`src/rtl/mem_bus_arbiter_pkg.sv`:
```
// Shared types for the two-master RAM port arbiter.
package mem_arb_pkg;
  localparam int NUM_MASTERS = 2;

  typedef enum logic [1:0] {IDLE = 2'd0, ISSUE = 2'd1, RESP = 2'd2} arb_state_t;
  typedef enum logic {M0 = 1'b0, M1 = 1'b1} master_id_t;
endpackage

```
`src/rtl/mem_bus_arbiter_if.sv`:
```
// Native valid/ready master bus and synchronous RAM port bundles.
interface mem_req_if #(
  parameter int ADDR_W = 32,
  parameter int DATA_W = 32
);
  logic                valid;
  logic [ADDR_W-1:0]   addr;
  logic [DATA_W-1:0]   wdata;
  logic [DATA_W/8-1:0] wstrb;
  logic                ready;
  logic [DATA_W-1:0]   rdata;

  modport master (output valid, addr, wdata, wstrb, input ready, rdata);
  modport slave  (input valid, addr, wdata, wstrb, output ready, rdata);
endinterface

interface ram_if #(
  parameter int AW     = 14,
  parameter int DATA_W = 32
);
  logic                en;
  logic [DATA_W/8-1:0] we;
  logic [AW-1:0]       addr;
  logic [DATA_W-1:0]   wdata;
  logic [DATA_W-1:0]   rdata;

  modport master (output en, we, addr, wdata, input rdata);
  modport slave  (input en, we, addr, wdata, output rdata);
endinterface

```
`src/rtl/mem_bus_arbiter_rr_arb2.sv`:
```
// Combinational two-way picker: on a tie, the master not granted last wins
// unless fixed priority hands every tie to M0.
module rr_arb2
  import mem_arb_pkg::*;
(
  input  logic [1:0] req,
  input  master_id_t last_grant,
  input  logic       fixed_prio,
  output logic [1:0] gnt
);
  always_comb begin
    gnt = req;
    if (req == 2'b11)
      gnt = (fixed_prio || last_grant == M1) ? 2'b01 : 2'b10;
  end
endmodule

```
`src/rtl/mem_bus_arbiter.sv`:
```
// Shares one synchronous RAM port between two valid/ready masters, one access
// at a time (IDLE -> ISSUE -> RESP), with range checking and a sticky error.
module mem_bus_arbiter
  import mem_arb_pkg::*;
#(
  parameter int                ADDR_W     = 32,
  parameter int                DATA_W     = 32,
  parameter int                MEM_DEPTH  = 16384,
  parameter logic [ADDR_W-1:0] MEM_BASE   = '0,
  parameter bit                FIXED_PRIO = 1'b0
) (
  input  logic       clk,
  input  logic       rst,
  mem_req_if.slave   m0,
  mem_req_if.slave   m1,
  ram_if.master      ram,
  output logic [1:0] grant,
  output logic       bus_err,
  input  logic       err_clr
);
  localparam int AW = $clog2(MEM_DEPTH);
  localparam int NB = DATA_W / 8;
  // One extra bit so the window end never wraps.
  localparam logic [ADDR_W:0] LO = {1'b0, MEM_BASE};
  localparam logic [ADDR_W:0] HI = LO + (ADDR_W+1)'(64'(MEM_DEPTH) << 2);

  arb_state_t        state_q, state_d;
  master_id_t        last_q, last_d;
  logic [1:0]        grant_q, grant_d, ready_q, ready_d, rsel_q, rsel_d;
  logic [1:0]        req, gnt;
  logic              en_q, en_d, rng_q, rng_d, rd_q, rd_d, err_q, err_d;
  logic [NB-1:0]     we_q, we_d, sel_wstrb;
  logic [AW-1:0]     addr_q, addr_d;
  logic [DATA_W-1:0] wdata_q, wdata_d, sel_wdata;
  logic [ADDR_W-1:0] sel_addr, off;
  logic              sel_ok;

  assign req = {m1.valid, m0.valid};

  rr_arb2 u_pick (
    .req       (req),
    .last_grant(last_q),
    .fixed_prio(FIXED_PRIO),
    .gnt       (gnt)
  );

  assign sel_addr  = gnt[1] ? m1.addr  : m0.addr;
  assign sel_wdata = gnt[1] ? m1.wdata : m0.wdata;
  assign sel_wstrb = gnt[1] ? m1.wstrb : m0.wstrb;
  assign sel_ok    = ({1'b0, sel_addr} >= LO) && ({1'b0, sel_addr} < HI);
  assign off       = sel_addr - MEM_BASE;

  always_comb begin
    state_d = state_q;
    last_d  = last_q;
    grant_d = grant_q;
    rng_d   = rng_q;
    rd_d    = rd_q;
    en_d    = 1'b0;
    we_d    = '0;
    addr_d  = '0;
    wdata_d = '0;
    ready_d = '0;
    rsel_d  = '0;
    err_d   = err_q & ~err_clr;
    unique case (state_q)
      IDLE: if (|req) begin
        grant_d = gnt;
        rng_d   = sel_ok;
        rd_d    = (sel_wstrb == '0);
        en_d    = sel_ok;
        if (sel_ok) begin
          we_d    = sel_wstrb;
          addr_d  = AW'(off >> 2);
          wdata_d = sel_wdata;
        end
        state_d = ISSUE;
      end
      ISSUE: begin
        ready_d = grant_q;
        rsel_d  = (rng_q && rd_q) ? grant_q : 2'b00;
        if (!rng_q) err_d = 1'b1;
        state_d = RESP;
      end
      RESP: begin
        last_d  = grant_q[1] ? M1 : M0;
        grant_d = '0;
        state_d = IDLE;
      end
      default: state_d = IDLE;
    endcase
  end

  always_ff @(posedge clk or posedge rst) begin
    if (rst) begin
      state_q <= IDLE;
      last_q  <= M1;
      grant_q <= '0;
      rng_q   <= 1'b0;
      rd_q    <= 1'b0;
      en_q    <= 1'b0;
      we_q    <= '0;
      addr_q  <= '0;
      wdata_q <= '0;
      ready_q <= '0;
      rsel_q  <= '0;
      err_q   <= 1'b0;
    end else begin
      state_q <= state_d;
      last_q  <= last_d;
      grant_q <= grant_d;
      rng_q   <= rng_d;
      rd_q    <= rd_d;
      en_q    <= en_d;
      we_q    <= we_d;
      addr_q  <= addr_d;
      wdata_q <= wdata_d;
      ready_q <= ready_d;
      rsel_q  <= rsel_d;
      err_q   <= err_d;
    end
  end

  assign ram.en    = en_q;
  assign ram.we    = we_q;
  assign ram.addr  = addr_q;
  assign ram.wdata = wdata_q;
  assign grant     = grant_q;
  assign bus_err   = err_q;

  // RAM data is already a register output; a registered select steers it.
  assign m0.ready = ready_q[0];
  assign m1.ready = ready_q[1];
  assign m0.rdata = rsel_q[0] ? ram.rdata : '0;
  assign m1.rdata = rsel_q[1] ? ram.rdata : '0;
endmodule

```
`src/flat_wrapper.sv`:
```
// flat-port wrapper written by rule: the top's interface ports become plain ports
module mem_bus_arbiter_flat import mem_arb_pkg::*;
#(
  parameter int                ADDR_W     = 32,
  parameter int                DATA_W     = 32,
  parameter int                MEM_DEPTH  = 16384,
  parameter logic [ADDR_W-1:0] MEM_BASE   = '0,
  parameter bit                FIXED_PRIO = 1'b0
)
  (clk, rst, grant, bus_err, err_clr, m0_valid, m0_addr, m0_wdata, m0_wstrb, m0_ready, m0_rdata, m1_valid, m1_addr, m1_wdata, m1_wstrb, m1_ready, m1_rdata, ram_en, ram_we, ram_addr, ram_wdata, ram_rdata);
  mem_req_if #(.ADDR_W(ADDR_W), .DATA_W(DATA_W)) m0_i ();
  mem_req_if #(.ADDR_W(ADDR_W), .DATA_W(DATA_W)) m1_i ();
  ram_if #(.AW((14)), .DATA_W(DATA_W)) ram_i ();
  input  logic clk;
  input  logic rst;
  output logic [1:0] grant;
  output logic bus_err;
  input  logic err_clr;
  input wire logic [$bits(m0_i.valid)-1:0] m0_valid;
  input wire logic [$bits(m0_i.addr)-1:0] m0_addr;
  input wire logic [$bits(m0_i.wdata)-1:0] m0_wdata;
  input wire logic [$bits(m0_i.wstrb)-1:0] m0_wstrb;
  output wire logic [$bits(m0_i.ready)-1:0] m0_ready;
  output wire logic [$bits(m0_i.rdata)-1:0] m0_rdata;
  input wire logic [$bits(m1_i.valid)-1:0] m1_valid;
  input wire logic [$bits(m1_i.addr)-1:0] m1_addr;
  input wire logic [$bits(m1_i.wdata)-1:0] m1_wdata;
  input wire logic [$bits(m1_i.wstrb)-1:0] m1_wstrb;
  output wire logic [$bits(m1_i.ready)-1:0] m1_ready;
  output wire logic [$bits(m1_i.rdata)-1:0] m1_rdata;
  output wire logic [$bits(ram_i.en)-1:0] ram_en;
  output wire logic [$bits(ram_i.we)-1:0] ram_we;
  output wire logic [$bits(ram_i.addr)-1:0] ram_addr;
  output wire logic [$bits(ram_i.wdata)-1:0] ram_wdata;
  input wire logic [$bits(ram_i.rdata)-1:0] ram_rdata;
  assign m0_i.valid = m0_valid;
  assign m0_i.addr = m0_addr;
  assign m0_i.wdata = m0_wdata;
  assign m0_i.wstrb = m0_wstrb;
  assign m0_ready = m0_i.ready;
  assign m0_rdata = m0_i.rdata;
  assign m1_i.valid = m1_valid;
  assign m1_i.addr = m1_addr;
  assign m1_i.wdata = m1_wdata;
  assign m1_i.wstrb = m1_wstrb;
  assign m1_ready = m1_i.ready;
  assign m1_rdata = m1_i.rdata;
  assign ram_en = ram_i.en;
  assign ram_we = ram_i.we;
  assign ram_addr = ram_i.addr;
  assign ram_wdata = ram_i.wdata;
  assign ram_i.rdata = ram_rdata;
  mem_bus_arbiter #(.ADDR_W(ADDR_W), .DATA_W(DATA_W), .MEM_DEPTH(MEM_DEPTH), .MEM_BASE(MEM_BASE), .FIXED_PRIO(FIXED_PRIO)) u_core (.clk(clk), .rst(rst), .m0(m0_i), .m1(m1_i), .ram(ram_i), .grant(grant), .bus_err(bus_err), .err_clr(err_clr));
endmodule
```
`config.mk`:
```
export PLATFORM = sky130hd
export DESIGN_NAME = mem_bus_arbiter_flat
export DESIGN_NICKNAME = d
export VERILOG_FILES = /design/src/rtl/mem_bus_arbiter_pkg.sv /design/src/rtl/mem_bus_arbiter_if.sv /design/src/rtl/mem_bus_arbiter_rr_arb2.sv /design/src/rtl/mem_bus_arbiter.sv /design/src/flat_wrapper.sv
export SDC_FILE = /design/constraint.sdc
export NUM_CORES = 1
export LEC_CHECK = 0
export BUFFER_PORTS_ARGS = -buffer_cell sky130_fd_sc_hd__buf_2
export CAP_MARGIN = 20
export CORE_AREA = 2 2 114 116
export CTS_CLUSTER_SIZE = 28
export DETAILED_ROUTE_END_ITERATION = 10
export DIE_AREA = 0 0 116 118
export PLACE_DENSITY_LB_ADDON = 0.15
export RECOVER_POWER = 50
export SYNTH_ARGS = -nofsm -noshare
export SYNTH_HDL_FRONTEND = slang
export SYNTH_SLANG_ARGS = --single-unit
```
`constraint.sdc`:
```
create_clock -name clk -period 2.2 [get_ports clk]
set_input_delay 0.44 -clock clk [delete_from_list [all_inputs] [get_ports clk]]
set_output_delay 0.44 -clock clk [all_outputs]
set_load 0.02 [all_outputs]
```
### After elaboration in Yosys (flattened, before gate mapping)

Index checks and enable logic that the tools add are counted.

| storage, ports and cells | value |
|---|---|
| register bits | 63 |
| input port bits | 173 |
| output and inout bits | 120 |
| word-level logic and storage cells | 54 |

| cells by class | value |
|---|---|
| $lt $le $gt $ge | 1 |
| equality and inequality tests | 4 |
| muxes and demuxes | 28 |
| bitwise gates (word level) | 2 |
| reductions and logical operators | 7 |

Operators with widths:

| operator | number |
|---|---|
| $mux W32 | 7 |
| $mux W14 | 3 |
| $lt A32 B17 Y1 const B | 1 |
| $mux W4 | 4 |
| $mux W2 | 7 |
| $pmux W2 S2 | 2 |
| $mux W1 | 5 |
| $eq A2 B2 Y1 const B | 2 |
| $logic_not A4 Y1 | 1 |
| $reduce_and A2 Y1 | 2 |
| $eq A2 B1 Y1 const B | 1 |
| $logic_not A2 Y1 | 1 |
| $ne A2 B1 Y1 const B | 1 |
| $reduce_bool A2 Y1 | 1 |
| $reduce_or A2 Y1 | 1 |
| $and A1 B1 Y1 | 1 |
| $logic_and A1 B1 Y1 | 1 |
| $not A1 Y1 | 1 |

### Longest topological paths before layout

| logic depth | value |
|---|---|
| depth after elaboration | 7 |
| gate-level depth with buffers | 6 |
| depth with buffers taken out | 4 |

### Hierarchy

From an unflattened synthesis, not the netlist that was laid out.

| unflattened totals | value |
|---|---|
| cells, all modules | 292 |
| area total of the unflattened synthesis | 3467.1 um2 |

By module, submodules not included:

| module | times used | cells each | area an instance (um2) | seq. area each (um2) |
|---|---|---|---|---|
| mem_bus_arbiter | 1 | 288 | 3444.6 | 1577.8 |
| rr_arb2 | 1 | 4 | 22.5 | 0.0 |

### Least setup slack after synthesis

OpenSTA, ideal clock, no wires.

| path | value |
|---|---|
| path type | input -> register |
| start | input m1_addr[31] |
| end | register u_core.addr_q[0], in the netlist u_core.ram.addr[0] |
| setup time | 73 ps |
| arrival | 1375 ps |
| required time | 2127 ps |
| slack | 752 ps |
| stages on the path | 6 |
| path buffers | 2 |
| cell sequence | nor4_1 > nand4_1 > o22a_1 > buf_6 > buf_6 > a21oi_2 |

| on the way | value |
|---|---|
| longest elaborated chain between the ends | 5 |

RTL lines:

| what | RTL line | text |
|---|---|---|
| start: declaration | flat_wrapper.sv:26 | `input wire logic [$bits(m1_i.addr)-1:0] m1_addr;` |
| $mux W32 | mem_bus_arbiter.sv:47 | `assign sel_addr = gnt[1] ? m1.addr : m0.addr;` |
| $lt A32 B17 Y1 | mem_bus_arbiter.sv:50 | `assign sel_ok = ({1'b0, sel_addr} >= LO) && ({1'b0, sel_addr} < HI);` |
| $mux W14 | mem_bus_arbiter.sv:72 | `if (sel_ok) begin` |
| $mux W14 | mem_bus_arbiter.sv:67 | `IDLE: if (\|req) begin` |
| $mux W14 | mem_bus_arbiter.sv:66 | `unique case (state_q)` |
| named net u_core.addr_d[0] | mem_bus_arbiter.sv:33 | `logic [AW-1:0] addr_q, addr_d;` |
| end signal: assignment | mem_bus_arbiter.sv:116 | `addr_q <= addr_d;` |
| end: declaration | mem_bus_arbiter.sv:33 |  |

The timed path passes the listed nets, and every way through them passes these cells.
A chain may end at the register's enable or synchronous reset.

### Final worst setup path

| path | value |
|---|---|
| start | register u_core.rsel_q[0] |
| end | output m0_rdata[28] |

| on the way | value |
|---|---|
| longest elaborated chain between the ends | 1 |

RTL lines:

| what | RTL line | text |
|---|---|---|
| start: declaration | mem_bus_arbiter.sv:29 | `logic [1:0] grant_q, grant_d, ready_q, ready_d, rsel_q, rsel_d;` |
| start signal: assignment | mem_bus_arbiter.sv:119 | `rsel_q <= rsel_d;` |
| $mux W32 | mem_bus_arbiter.sv:134 | `assign m0.rdata = rsel_q[0] ? ram.rdata : '0;` |
| end: declaration | flat_wrapper.sv:24 | `output wire logic [$bits(m0_i.rdata)-1:0] m0_rdata;` |

Every way passes these cells.

==> metrics.md <==
| Metric | Value |
|---|---|
| Status | completed |
| Synth unique cells | 26 |
| Leakage power | 2.750 nW |
| Routability-driven placement congestion ratio | 0.7902 |
| Post-synthesis to final-layout area growth | 58.42% |
| Fmax | 0.5257 GHz |
| Ranking of synthesized cells by area | dfrtp_1 49%, a21oi_2 13%, and2_1 13%, nand2_1 12%, buf_6 2.1% |
| Final hold vios | 0 |
| Final setup violation count | 0 |
| Layout cells sized above 1 | 48.98% |
| Final WL | 10760 um |
| Post CTS Setup Buffer Count | 0 |
| Vias post-DR | 3412 |
| Relative slew slack | 32.99% |
| Number of vias per cell | 4.228 |
| Row cnt | 41 |
| Die footprint | 13690 sq um |
| Post-DP Area | 4822 sq um |
| IR drop worst, VDD | 0.0003255 V |
| Crit path capture type | output pin |
| DRC Markers | 0 |
| CTS tree | done |
| Util after Layout | 40.67% |
| IO buf count | 288 |
| Asr flop ratio synth | 100.0% |
| Most frequent cells in the layout | 237 x buf_2, 106 x nand2_1, 64 x and2_1 |
| Total track usage | 15.70% |
| Post-synthesis sequential area ratio | 49.51% |
| Crit Path Class | reg -> out |
| Starting Density | 25.67% |
| Share of the synthesized area in the top cell type | 48.68% |
| RSZ-0062 raised after global routing | false |
| Maxcap violations | 0 |
| # clock sinks | 63 |
| Initial antenna violation count | 0 |
| Core ar. | 12410 sq um |
| Slew Limit Fails | 0 |
| Total grt overflow | 0 |
| Die height | 118 um |
| Antenna viol nets, final | 0 |
| Cts bufs inserted | 9 |
| Post-synth EDFFs | 0 |
| Worst slew pin tran | 1.004 ns |
| WP data arrival | 1.46 ns |
| Syn_area_per_cell | 9.184 sq um |
| Root Buffer | clkbuf_16 |
| Dpl hpwl | 8686 um |
| Commonest non-fill, non-tap cell in the layout | buf_2 |
| Worst endpoint required time | 1.76 ns |
| R2R setup slack | 0.69 ns |
| Clock skew | 0.002751 ns |
| ANT cells | 0 |
| Clock latency at the later pin of the worst-skew pair | 0.32 ns |
| Clk pin slew, worst setup/hold paths | 0.05 ns |
| Post-DR wirelength/cell | 13.34 um |
| HP Class | in -> reg |
| Period utilization | 86.46% |
| Period minus WS final | 1.902 ns |
| Area leader, netlist | dfrtp_1 |
| Largest net degree at the start of global routing | 53 |
| Cell Pwr Density | 688.6 nW/um^2 |
| Die width | 116 um |
| First-pass GRT wire length | 16350 um |
| Clock tree buffer depth | 2 |
| Seq cells post-synth | 63 |
| Setup TNS Final | 0 ns |
| Pre-antenna DRT Iters | 4 |
| Most used DFF post-synth | dfrtp_1 |
| Critical Path Start Type | register |
| Cell area after layout | 5049 sq um |
| Syn. warnings | 0 |
| Cell count after synthesis | 347 |
| CP Max Fanout | 32 |
| Nets@finish | 804 |
| Post_cts resized | 0 |
| H-tree Lvls | 3 |
| IO Pins | 293 |
| Syn_nets | 520 |
| Vias in the first global route | 3426 |
| Hold_buf cts | 0 |
| Netlist Area Pre-Place | 3187 sq um |
| DRT iter0 DRCs | 74 |
| Total power | 0.003476 W |
layout make-up:
class	count	area, sq um
clock buffers	11	242.7
clock inverters	4	70.07
fillers	1305	7366
inverters	6	22.52
multi-input cells	255	1455
flip-flops and latches	63	1578
well taps	172	215.2
repair buffers	296	1465
critical path: stages, from the launching register on:
cell and delay (ns):
dfrtp_1 0.75, and2_1 0.21, buf_2 0.18
worst paths after layout:
kind                                  start                  end  cells past startpoint
max                        u_core.rsel_q[0]         m0_rdata[28]                      2
max in group asynchronous               rst  u_core.ram.addr[10]                      3
min in group asynchronous               rst  u_core.ram.wdata[6]                      2
min reg2reg                    u_core.rng_q       u_core.bus_err                      1
max reg2reg                   u_core.last_q  u_core.ram.wdata[4]                      4
min                                 err_clr       u_core.bus_err                      2
where the power goes:
part	leakage [nW]	internal, W	total (W)	switching [W]
Sequential	0.868	0.00124	0.00131	0.0000679
Combinational	1.73	0.000270	0.000683	0.000413
Clock	0.155	0.00101	0.00149	0.000477
per-stage QoR:
| stage | setup WS [ns] | hold WS (ns) | std cells |
|---|---|---|---|
| after floorplan | 0.1919 | 0.4508 | 347 |
| after global placement | 0.3827 | 0.4846 | 792 |
| after detailed placement | 0.3282 | 0.4961 | 792 |
| after CTS | 0.2525 | 0.1852 | 807 |
| after global routing | 0.1582 | 0.2940 | 807 |
| final | 0.2978 | 0.3057 | 807 |
kinds of logic after synthesis:
group                  Yosys count  share of synthesized area (%)
muxes                            1                         0.3533
AOI/OAI and AO/OA               60                          15.82
buffers and inverters           29                          4.868
DFF                             63                          49.51
and+or+nand+nor                194                          29.45
flip-flops by register name, summed over array words and instances (netlist names), 2 cells and up:
| signal | cells |
|---|---|
| u_core.grant | 2 |
| u_core.ram.addr | 14 |
| u_core.ram.wdata | 32 |
| u_core.ram.we | 4 |
| u_core.ready_q | 2 |
| u_core.rsel_q | 2 |
| u_core.state_q | 2 |
cells in the mapped netlist (2+ instances only):
library cell	count
o21ai_1	2
buf_6	6
nor2_1	4
nand4_1	2
dfrtp_1	62
and3_1	2
nor4_1	9
and2_1	66
nor2b_1	2
a21oi_2	48
o21ai_0	2
a21oi_1	4
clkbuf_1	16
inv_1	5
nand2_1	106
routing by layer:
metal,vias to the layer above,part of all wire [%],global-route usage (%)
met2,177,54,30.81
met3,12,8.5,3.862
met1,1542,36,14.98
li1,1681,-,-
met4,0,1.7,6.696
met5,-,0,0
Note: power is estimated with default switching activity, not from simulation.
